**config.mk**
```make
export PLATFORM = sky130hd
export DESIGN_NAME = divider
export DESIGN_NICKNAME = d
export VERILOG_FILES = /design/src/rtl/divider_pkg.sv /design/src/rtl/twos_negate.sv /design/src/rtl/divider.sv
export SDC_FILE = /design/constraint.sdc
export NUM_CORES = 1
export LEC_CHECK = 0
export ABC_CLOCK_PERIOD_IN_PS = 2970
export CAP_MARGIN = 20
export CORE_UTILIZATION = 52
export CTS_CLUSTER_DIAMETER = 60
export DETAILED_ROUTE_END_ITERATION = 10
export PLACE_DENSITY_LB_ADDON = 0.3
export SYNTH_ARGS = -nofsm -noshare
export SYNTH_HDL_FRONTEND = slang
export SYNTH_HIERARCHICAL = 1
export SYNTH_SLANG_ARGS = --single-unit
```
**constraint.sdc**
```tcl
create_clock -name clk -period 2.97 [get_ports clk]
set_input_delay 0.297 -clock clk [delete_from_list [all_inputs] [get_ports clk]]
set_output_delay 0.297 -clock clk [all_outputs]
set_load 0.02 [all_outputs]
```
**src/rtl/divider_pkg.sv**
```systemverilog
// Shared CPU definitions for the hi/lo multiply/divide unit.
// Holds the divider FSM encodings, the iteration count and the mfhi/mflo selects.
// Imported by the divider top and any control logic that reads hi/lo.
package divider_pkg;
  localparam int DATA_W    = 32;
  localparam int DIV_ITERS = 32;

  localparam logic [1:0] DIV_IDLE = 2'd0;
  localparam logic [1:0] DIV_RUN  = 2'd1;
  localparam logic [1:0] DIV_FIX  = 2'd2;

  // Register-select encodings the control unit uses for mfhi/mflo.
  localparam logic HILO_SEL_LO = 1'b0;
  localparam logic HILO_SEL_HI = 1'b1;
endpackage

```
**src/rtl/twos_negate.sv**
```systemverilog
// Conditional two's-complement negate of a 32-bit value.
// Latency: combinational, zero cycles.
// Backpressure: none; pure function of its inputs.
module twos_negate
  import divider_pkg::*;
(
  input  logic [DATA_W-1:0] value,
  input  logic              negate,
  output logic [DATA_W-1:0] result
);
  assign result = negate ? (~value + 32'd1) : value;
endmodule

```
**src/rtl/divider.sv**
```systemverilog
// Sequential signed 32-bit restoring divider; lo = quotient, hi = remainder.
// Latency: 33 cycles from accepting edge to results (32 iterations + sign fix).
// Backpressure: start is ignored while busy; divide-by-zero completes in one cycle.
module divider
  import divider_pkg::*;
(
  input  logic        clk,
  input  logic        reset,
  input  logic [31:0] dividend,
  input  logic [31:0] divisor,
  input  logic        start,
  output logic [31:0] hi,
  output logic [31:0] lo,
  output logic        busy,
  output logic        done,
  output logic        div_zero
);
  logic [1:0]  state;
  logic [31:0] q_reg;
  logic [31:0] m_reg;
  // The partial remainder is always below M between iterations, so 32 bits hold
  // it; the shifted value and the trial subtract carry the extra 33rd bit.
  logic [31:0] r_reg;
  logic [4:0]  count;
  logic        sq;
  logic        sr;

  logic [31:0] dividend_abs;
  logic [31:0] divisor_abs;
  logic [32:0] r_shift;
  logic [32:0] trial;
  logic [31:0] lo_fix;
  logic [31:0] hi_fix;

  twos_negate u_abs_dividend (.value(dividend),    .negate(dividend[31]), .result(dividend_abs));
  twos_negate u_abs_divisor  (.value(divisor),     .negate(divisor[31]),  .result(divisor_abs));
  twos_negate u_fix_quot     (.value(q_reg),       .negate(sq),           .result(lo_fix));
  twos_negate u_fix_rem      (.value(r_reg),       .negate(sr),           .result(hi_fix));

  // One restoring step: shift {R,Q} left and trial-subtract the divisor magnitude.
  always_comb begin
    r_shift = {r_reg, q_reg[31]};
    trial   = r_shift - {1'b0, m_reg};
  end

  // FSM and datapath registers; reset aborts any run without producing done.
  always_ff @(posedge clk) begin
    if (!reset) begin
      state    <= DIV_IDLE;
      q_reg    <= '0;
      m_reg    <= '0;
      r_reg    <= '0;
      count    <= '0;
      sq       <= 1'b0;
      sr       <= 1'b0;
      hi       <= '0;
      lo       <= '0;
      busy     <= 1'b0;
      done     <= 1'b0;
      div_zero <= 1'b0;
    end else begin
      done <= 1'b0;
      case (state)
        DIV_IDLE: begin
          if (start) begin
            if (divisor == 32'd0) begin
              // hi/lo keep the previous result; only the flag and done change.
              div_zero <= 1'b1;
              done     <= 1'b1;
            end else begin
              q_reg    <= dividend_abs;
              m_reg    <= divisor_abs;
              sq       <= dividend[31] ^ divisor[31];
              sr       <= dividend[31];
              r_reg    <= '0;
              count    <= '0;
              div_zero <= 1'b0;
              busy     <= 1'b1;
              state    <= DIV_RUN;
            end
          end
        end
        DIV_RUN: begin
          count <= count + 5'd1;
          if (!trial[32]) begin
            r_reg <= trial[31:0];
            q_reg <= {q_reg[30:0], 1'b1};
          end else begin
            r_reg <= r_shift[31:0];
            q_reg <= {q_reg[30:0], 1'b0};
          end
          if (count == 5'(DIV_ITERS - 1)) begin
            state <= DIV_FIX;
          end
        end
        DIV_FIX: begin
          lo    <= lo_fix;
          hi    <= hi_fix;
          done  <= 1'b1;
          busy  <= 1'b0;
          state <= DIV_IDLE;
        end
        default: begin
          state <= DIV_IDLE;
        end
      endcase
    end
  end
endmodule

```
==> run metrics, run 1 <==
sequential cell area fraction in the yosys report 0.306; via count of the routed design 10900; share of synthesized registers carrying an async set or reset 0; Critical Path Fanout Max 6; standard-cell rows 53; post-route DRC violation count 0; required time of the worst setup path 3.30 ns; clock root cell clkbuf_16; number of DRC markers after the initial detailed-route iteration 809; worst-skew pair later-pin latency 0.44 ns; die area 0.0222 mm^2; flip-flop and latch count after synthesis 172; largest family of logic cells by synthesized area compound AO/OA/AOI/OAI gates; final count of negative-setup-slack endpoints 0; endpoints failing hold 0; Critical R2R Launch q_reg[31]; fraction of power spent switching nets 0.435; remaining antenna violation count 0; number of antenna violations at the first check in global routing 0; H-tree depth 4; type of the most critical hold path reg2reg; final worst clock skew 0.0131 ns; instance count of the mapped netlist 1414; transition time of the tightest slew-check pin 0.843 ns; flop2flop setup slack 0.02 ns; pin count of the biggest net entering global routing 85; mux cell area share after synthesis 0.0296; core area 0.0211 mm^2; Layout fillers 1781; I/O pin count 134; top cell type by total area after synthesis dfxtp_1; VDD IR-drop max 1.14 mV; worst setup margin 0.0194 ns; net count after synthesis 1520; initial standard-cell utilization of the core 0.533; kind of capture point of the worst setup path flip-flop; commonest register cell after synthesis dfxtp_1; largest cells by area after synthesis dfxtp_1 31%, xnor2_1 11%, nand2_1 9.7%, a21oi_1 5.9%, ha_1 4.2%; clock buffers created by TritonCTS 17; count of antenna diodes in the layout 0; Chip Height 149 um; adder-cell share of the synthesized area 0.0441; first-pass GRT wire length 49100 um; number of pins with negative max-slew slack in the final report 0; PwrDens 1100 mW/mm^2; gr usage total 0.274; XOR/XNOR share of the synthesized area 0.116; total gr overflow 0; Post-synth EDFFs 0; internal power contribution 8.78 mW; register clock-pin slew on the reported worst setup and hold paths 0.07 ns; DR pass1 iterations 6; Yosys warning count 6; clock tree buffer depth 2; DP HPWL 22800 um; netlist area before placement 0.0112 mm^2; depth of the worst register-to-register path 15; headroom to the max-slew limit 0.438; via count of the first global-routing pass 9962; share of power burned in combinational logic 0.668; fraction of power consumed by sequential logic 0.184; width of the die 149 um; Switch Pwr 6.77 mW; via density per instance 5.82; Routed Wire Length 30700 um; Worst Hold Path EP lo[24]; CTS tree built; Post-Syn Area per Cell 7.95 um^2; placed cell areas 0.0133 mm^2; start-to-end type of the worst setup path reg2reg; R2R Path End r_reg[0]; final design instance area without fill 0.0141 mm^2; result of the run completed; Max-cap violations 0; post-layout net count 1691; worst slack at placement -0.121 ns; achievable frequency 339 MHz; leakage power summed over all cells 5.14 nW; number of distinct library cells after synthesis 62; clock group share of total power 0.148; global placer's final weighted congestion 0.908; routed wirelength normalized by instance count 16.4 um; shortest period the worst path allows 2.95 ns; number of clock sinks 172; share of Yosys cell area claimed by the top area cell type 0.306; # port buffers 133; Period Utilization, post-route 0.993; worst hold path depth 2; complex-gate fraction of the synthesized area 0.229; startpoint of the most critical hold path lo[24]; Simple-Gate Fraction of Synth Area 0.227; fraction of layout instances using a drive strength above 1 0.131; arrival time of the worst setup path 3.28 ns; setup repair after global routing missed its margin yes; Area Overhead vs Synth 25.3%; startpoint type of the worst setup path flip-flop
==> placed cells by master (no fill, tap or decap), drive strengths merged, types with 4 or more instances in the layout <==
cell type | synthesis | layout
nand2 | 292 | 292
dfxtp | 172 | 172
xnor2 | 138 | 138
clkdlybuf4s50 | 0 | 133
a21oi | 133 | 133
buf | 24 | 96
o21ai | 87 | 87
nor2 | 64 | 64
inv | 55 | 63
ha | 38 | 38
o41ai | 37 | 37
o31ai | 33 | 33
nor4 | 33 | 33
a222oi | 31 | 31
mux2i | 31 | 31
nand3 | 21 | 21
clkbuf | 53 | 20
nor3 | 18 | 18
nand4 | 15 | 15
nand2b | 14 | 14
a21o | 11 | 11
xor2 | 11 | 11
a211oi | 11 | 11
or2 | 9 | 9
nor2b | 9 | 9
or2b | 8 | 8
or3 | 8 | 8
and3 | 7 | 7
a31oi | 6 | 6
o21bai | 4 | 4
o21a | 4 | 4
nand3b | 4 | 4
nand4b | 4 | 4
a2111oi | 4 | 4
==> routing by layer <==
layer | track usage | vias up | part of all wire
met5 | 0 | - | 0
li1 | - | 5369 | -
met3 | 0.0468 | 33 | 0.065
met1 | 0.374 | 5122 | 0.46
met4 | 0.0689 | 0 | 0.013
met2 | 0.444 | 375 | 0.46
==> repair_timing <==
item,in CTS,in global routing
setup buffers,4,2
hold buffers,0,0
setup endpoints to repair,23,33
pin swaps,11,12
gates resized for setup,17,11
==> power by group through the flow <==
stage	combinational (mW)	clock (mW)	sequential, mW
5_1_grt	11.2	2.42	2.88
6_report	10.4	2.30	2.86
3_3_place_gp	9.35	0	2.89
4_1_cts	10.0	2.32	2.85
2_1_floorplan	7.10	0	2.96
3_5_place_dp	9.53	0	2.89
==> worst max-delay path by stage <==
stage / cells past startpoint / slack (ns) / from / to
2_1_floorplan: 15 / -0.03 / q_reg[31] / q_reg[0]
3_3_place_gp: 14 / -0.03 / q_reg[31] / q_reg[0]
3_5_place_dp: 14 / -0.12 / q_reg[31] / r_reg[20]
4_1_cts: 14 / -0.04 / q_reg[31] / q_reg[0]
5_1_grt: 14 / -0.12 / q_reg[31] / q_reg[0]
6_report: 15 / 0.02 / q_reg[31] / r_reg[0]
==> cells in the mapped netlist, drive strengths merged (3+ instances only) <==
library cell and instances:
nand2b 14, o21bai 4, clkbuf 53, dfxtp 172, buf 24, a2111oi 4
a21o 11, nor2b 9, nand2 292, a21oi 133, nand3b 4, and3 7
nor3 18, nand4b 4, nor2 64, o21ai 87, nand4 15, xnor2 138
nor4 33, o21a 4, mux2i 31, xor2 11, a222oi 31, inv 55
or2b 8, o31ai 33, a211oi 11, ha 38, o211ai 3, or2 9
o41ai 37, or3 8, nand3 21, and2 3, a31oi 6
==> worst max-delay path, cell delays in order (launching register included) <==
cell,delay [ns]
dfxtp_2,0.33
inv_2,0.05
ha_4,0.15
inv_2,0.05
fa_2,0.21
a211oi_2,0.09
o211ai_2,0.23
nand3_2,0.13
a2111oi_4,0.37
o21ai_2,0.11
and3_4,0.17
or3_4,0.40
buf_12,0.16
buf_4,0.13
mux2i_1,0.11
a22o_1,0.17
==> cell families after synthesis <==
| logic type | count (synthesis) |
|---|---|
| xor+xnor | 149 |
| mux | 33 |
| compound gates | 378 |
| fa+ha+maj | 39 |
| flops | 172 |
| simple gates | 511 |
| buf+inv | 132 |
==> cell type report <==
cell class,count,area (um^2),area share
clock buffers,20,447,0.0317
well taps,275,344,0.0244
inverters,55,209,0.0148
flip-flops and latches,172,3450,0.245
multi-input cells,1110,7400,0.525
repair buffers,229,2100,0.149
clock inverters,12,150,0.0107
==> stage by stage <==
stage          std cells  utilization  power (mW)  hold slack (ns)  setup TNS, ns
3_3_place_gp        1835        0.632        12.2            0.443        -0.0306
2_1_floorplan       1414            -        10.1            0.433        -0.0276
4_1_cts             1871        0.665        15.2            0.455         -0.103
5_1_grt             1873        0.668        16.5            0.471         -0.992
3_5_place_dp        1835        0.632        12.4            0.446          -1.52
6_report            1873        0.668        15.5            0.452              0
Note: power is estimated with default switching activity, not from simulation.
==> inputs of run 2 (changes only) <==
--- a/config.mk
+++ b/config.mk
@@ -7,10 +7,11 @@
 export LEC_CHECK = 0
 export ABC_CLOCK_PERIOD_IN_PS = 2970
 export CAP_MARGIN = 20
-export CORE_UTILIZATION = 52
+export CORE_UTILIZATION = 38
 export CTS_CLUSTER_DIAMETER = 60
 export DETAILED_ROUTE_END_ITERATION = 10
 export PLACE_DENSITY_LB_ADDON = 0.3
+export SLEW_MARGIN = 20
 export SYNTH_ARGS = -nofsm -noshare
 export SYNTH_HDL_FRONTEND = slang
 export SYNTH_HIERARCHICAL = 1
==> run 2 against run 1 <==
  * The run now ends with DRC, setup timing left
  * Non-clock buffer count shrank 1
  * Core utilization down 18 points
  * Global-route usage fell by 6.4 points
  * Wire length up 4.6%
  * Count of clock-buffer cells in the layout is 3 lower
  * Critical path depth is 1 lower
  * Sequential cell count is the same
  * Register-to-register slack worse by 0.11 ns
  * Worst hold slack improved by 0.0025 ns
  * Clock skew hardly changed
  * Cell count up 5.8%
  * Sequential power is essentially flat
  * Largest cell class unchanged
  * Largest power group unchanged
  * Highest routed layer unchanged
==> run metrics, run 2 (synthesized netlist as in run 1, its figures left out) <==
result of the run complete, but fails checks; violations in the final reports DRC, setup timing; fraction of power consumed by sequential logic 0.179 (-0.005); start-to-end type of the worst setup path reg2reg; flop2flop setup slack -0.09 ns (-0.11 ns); routed wirelength normalized by instance count 16.2 um (-1.1%); headroom to the max-slew limit 0.355 (-0.0831); pin count of the biggest net entering global routing 104 (+22%); arrival time of the worst setup path 3.39 ns (+0.11 ns); Worst Hold Path EP lo[17]; Routed Wire Length 32100 um (+4.6%); final worst clock skew 0.0127 ns (-0.000396 ns); worst-skew pair later-pin latency 0.45 ns (about the same); startpoint of the most critical hold path lo[17]; CTS tree built; leakage power summed over all cells 5.15 nW (+0.23%); post-route DRC violation count 1 (+1); required time of the worst setup path 3.30 ns (about the same); # port buffers 133 (unchanged); die area 0.0303 mm^2 (+36%); crit path launch q_reg[31]; via count of the first global-routing pass 9971 (+0.090%); DR pass1 iterations 11 (+5); kind of capture point of the worst setup path flip-flop; endpoints failing hold 0 (unchanged); R2R Path End r_reg[8]; number of antenna violations at the first check in global routing 0 (unchanged); gr usage total 0.209 (-0.0644); via density per instance 5.44 (-6.5%); number of DRC markers after the initial detailed-route iteration 879 (+8.7%); count of antenna diodes in the layout 0 (unchanged); fraction of power spent switching nets 0.450 (+0.0147); clock buffers created by TritonCTS 17 (unchanged); Layout fillers 2762 (+55%); Max-cap violations 0 (unchanged); Chip Height 174 um (+17%); number of pins with negative max-slew slack in the final report 0 (unchanged); share of power burned in combinational logic 0.681 (+0.013); placed cell areas 0.0135 mm^2 (+1.2%); first-pass GRT wire length 51700 um (+5.4%); setup repair after global routing missed its margin yes; FF/Latch Area 0.00345 mm^2 (unchanged); PwrDens 1120 mW/mm^2 (+1.2%); via count of the routed design 10800 (-1.1%); global placer's final weighted congestion 0.888 (-2.1%); initial standard-cell utilization of the core 0.389 (-0.145); clock group share of total power 0.139 (-0.009); multi-input logic area 0.00738 mm^2 (-0.22%); Critical Path Fanout Max 7 (+1); remaining antenna violation count 0 (unchanged); VDD IR-drop max 0.885 mV (-22%); Final Hold Slack 0.455 ns (+0.00252 ns); DP HPWL 23600 um (+3.4%); I/O pin count 134 (unchanged); Switch Pwr 7.15 mW (+5.7%); number of clock sinks 172 (unchanged); depth of the worst register-to-register path 14 (-1); final design instance area without fill 0.0142 mm^2 (+1.1%); Period Utilization, post-route 1.03 (+0.0382); worst hold path depth 2 (unchanged); final count of negative-setup-slack endpoints 30 (+30); post-layout net count 1690 (-0.059%); standard-cell rows 62 (+17%); shortest period the worst path allows 3.06 ns (+0.113 ns); register clock-pin slew on the reported worst setup and hold paths 0.07 ns (about the same); core area 0.0289 mm^2 (+37%); type of the most critical hold path reg2reg; clock tree buffer depth 2 (unchanged); width of the die 174 um (+17%); fraction of layout instances using a drive strength above 1 0.130 (-0.000544); total gr overflow 0 (unchanged); internal power contribution 8.74 mW (-0.44%); Critical R2R Launch q_reg[31]; most frequent cells in the layout 291 x nand2_1, 169 x dfxtp_1, 138 x xnor2_1, 133 x a21oi_1, 133 x clkdlybuf4s50_1; startpoint type of the worst setup path flip-flop; Area Overhead vs Synth 26.7%; transition time of the tightest slew-check pin 0.966 ns (+0.123 ns); worst setup margin -0.0941 ns (-0.113 ns); most common cell after layout, fill and taps aside nand2_1; achievable frequency 326 MHz (-3.7%); H-tree depth 4 (unchanged); clock root cell clkbuf_16
## run 2: cell count changes in the layout (fill, tap and decap cells not counted), sizes merged
| cell | before | now |
|---|---|---|
| clkbuf | 20 | 19 |
| clkinv | 0 | 7 |
| bufinv | 2 | 0 |
| buf | 96 | 93 |
| clkinvlp | 2 | 0 |
## run 2: power by group through the flow
stage	clock [mW]	sequential (mW)	combinational [mW]
floorplan	0	2.96	7.10
global placement	0	2.88	9.41
detailed placement	0	2.88	9.57
CTS	2.24	2.83	9.67
global route	2.33	2.87	11.7
finish	2.21	2.85	10.8
## run 2: final cells by class
cell class | instances | share of cell area
Timing Repair Buffer | 228 | 0.151
Multi-Input combinational cell | 1110 | 0.518
Clock inverter | 15 | 0.0104
Inverter | 55 | 0.0147
Tap cell | 384 | 0.0337
Clock buffer | 17 | 0.0299
Sequential cell | 172 | 0.242
## run 2: what timing repair did
action / in CTS / in global routing
hold buffers: 0 / 0
gates cloned: 0 / 3
resized for setup: 3 / 28
setup endpoints to repair: 30 / 33
buffers inserted: 0 / 4
pin swaps: 0 / 12
## run 2: critical path: stages, from the launching register on
cell and delay (ns):
dfxtp_2 0.33, inv_2 0.05, ha_4 0.15, inv_2 0.06, fa_2 0.25, a211oi_4 0.08, o211ai_2 0.20, nand3_2 0.15
a2111oi_4 0.43, o21ai_2 0.14, and3_4 0.19, or3_4 0.47, clkbuf_16 0.21, mux2i_1 0.15, o21ai_1 0.10
## run 2: worst max-delay path by stage
stage                     cells after the start  slack, ns         to
after floorplan                              15      -0.03   q_reg[0]
after global placement                       14     -0.001  r_reg[10]
after detailed placement                     14      -0.08   r_reg[8]
after CTS                                    14      0.008   r_reg[8]
after global routing                         12      -0.27   r_reg[7]
final                                        14      -0.09   r_reg[8]
## run 2: metal layers
layer	vias up	GRT usage	share of wire
li1	5381	-	-
met1	5047	0.300	0.49
met2	312	0.325	0.44
met3	35	0.0306	0.061
met4	0	0.0552	0.013
met5	-	0	0
## run 2: through the flow
stage | utilization | power (mW) | std cells | setup TNS (ns) | setup slack [ns]
floorplan | - | 10.1 | 1414 | -0.0276 | -0.0276
global placement | 0.466 | 12.3 | 1942 | -0.00111 | -0.00111
detailed placement | 0.466 | 12.5 | 1942 | -1.23 | -0.0752
CTS | 0.486 | 14.7 | 1974 | 0 | 0.00757
global route | 0.492 | 16.9 | 1981 | -7.08 | -0.269
finish | 0.492 | 15.9 | 1981 | -1.53 | -0.0941
==> inputs of run 3 (changes only) <==
--- a/config.mk
+++ b/config.mk
@@ -7,7 +7,7 @@
 export LEC_CHECK = 0
 export ABC_CLOCK_PERIOD_IN_PS = 2970
 export CAP_MARGIN = 20
-export CORE_UTILIZATION = 38
+export CORE_UTILIZATION = 52
 export CTS_CLUSTER_DIAMETER = 60
 export DETAILED_ROUTE_END_ITERATION = 10
 export PLACE_DENSITY_LB_ADDON = 0.3
==> results of run 3 <==
Final layout, timing and power as in run 1 (identical DEF).
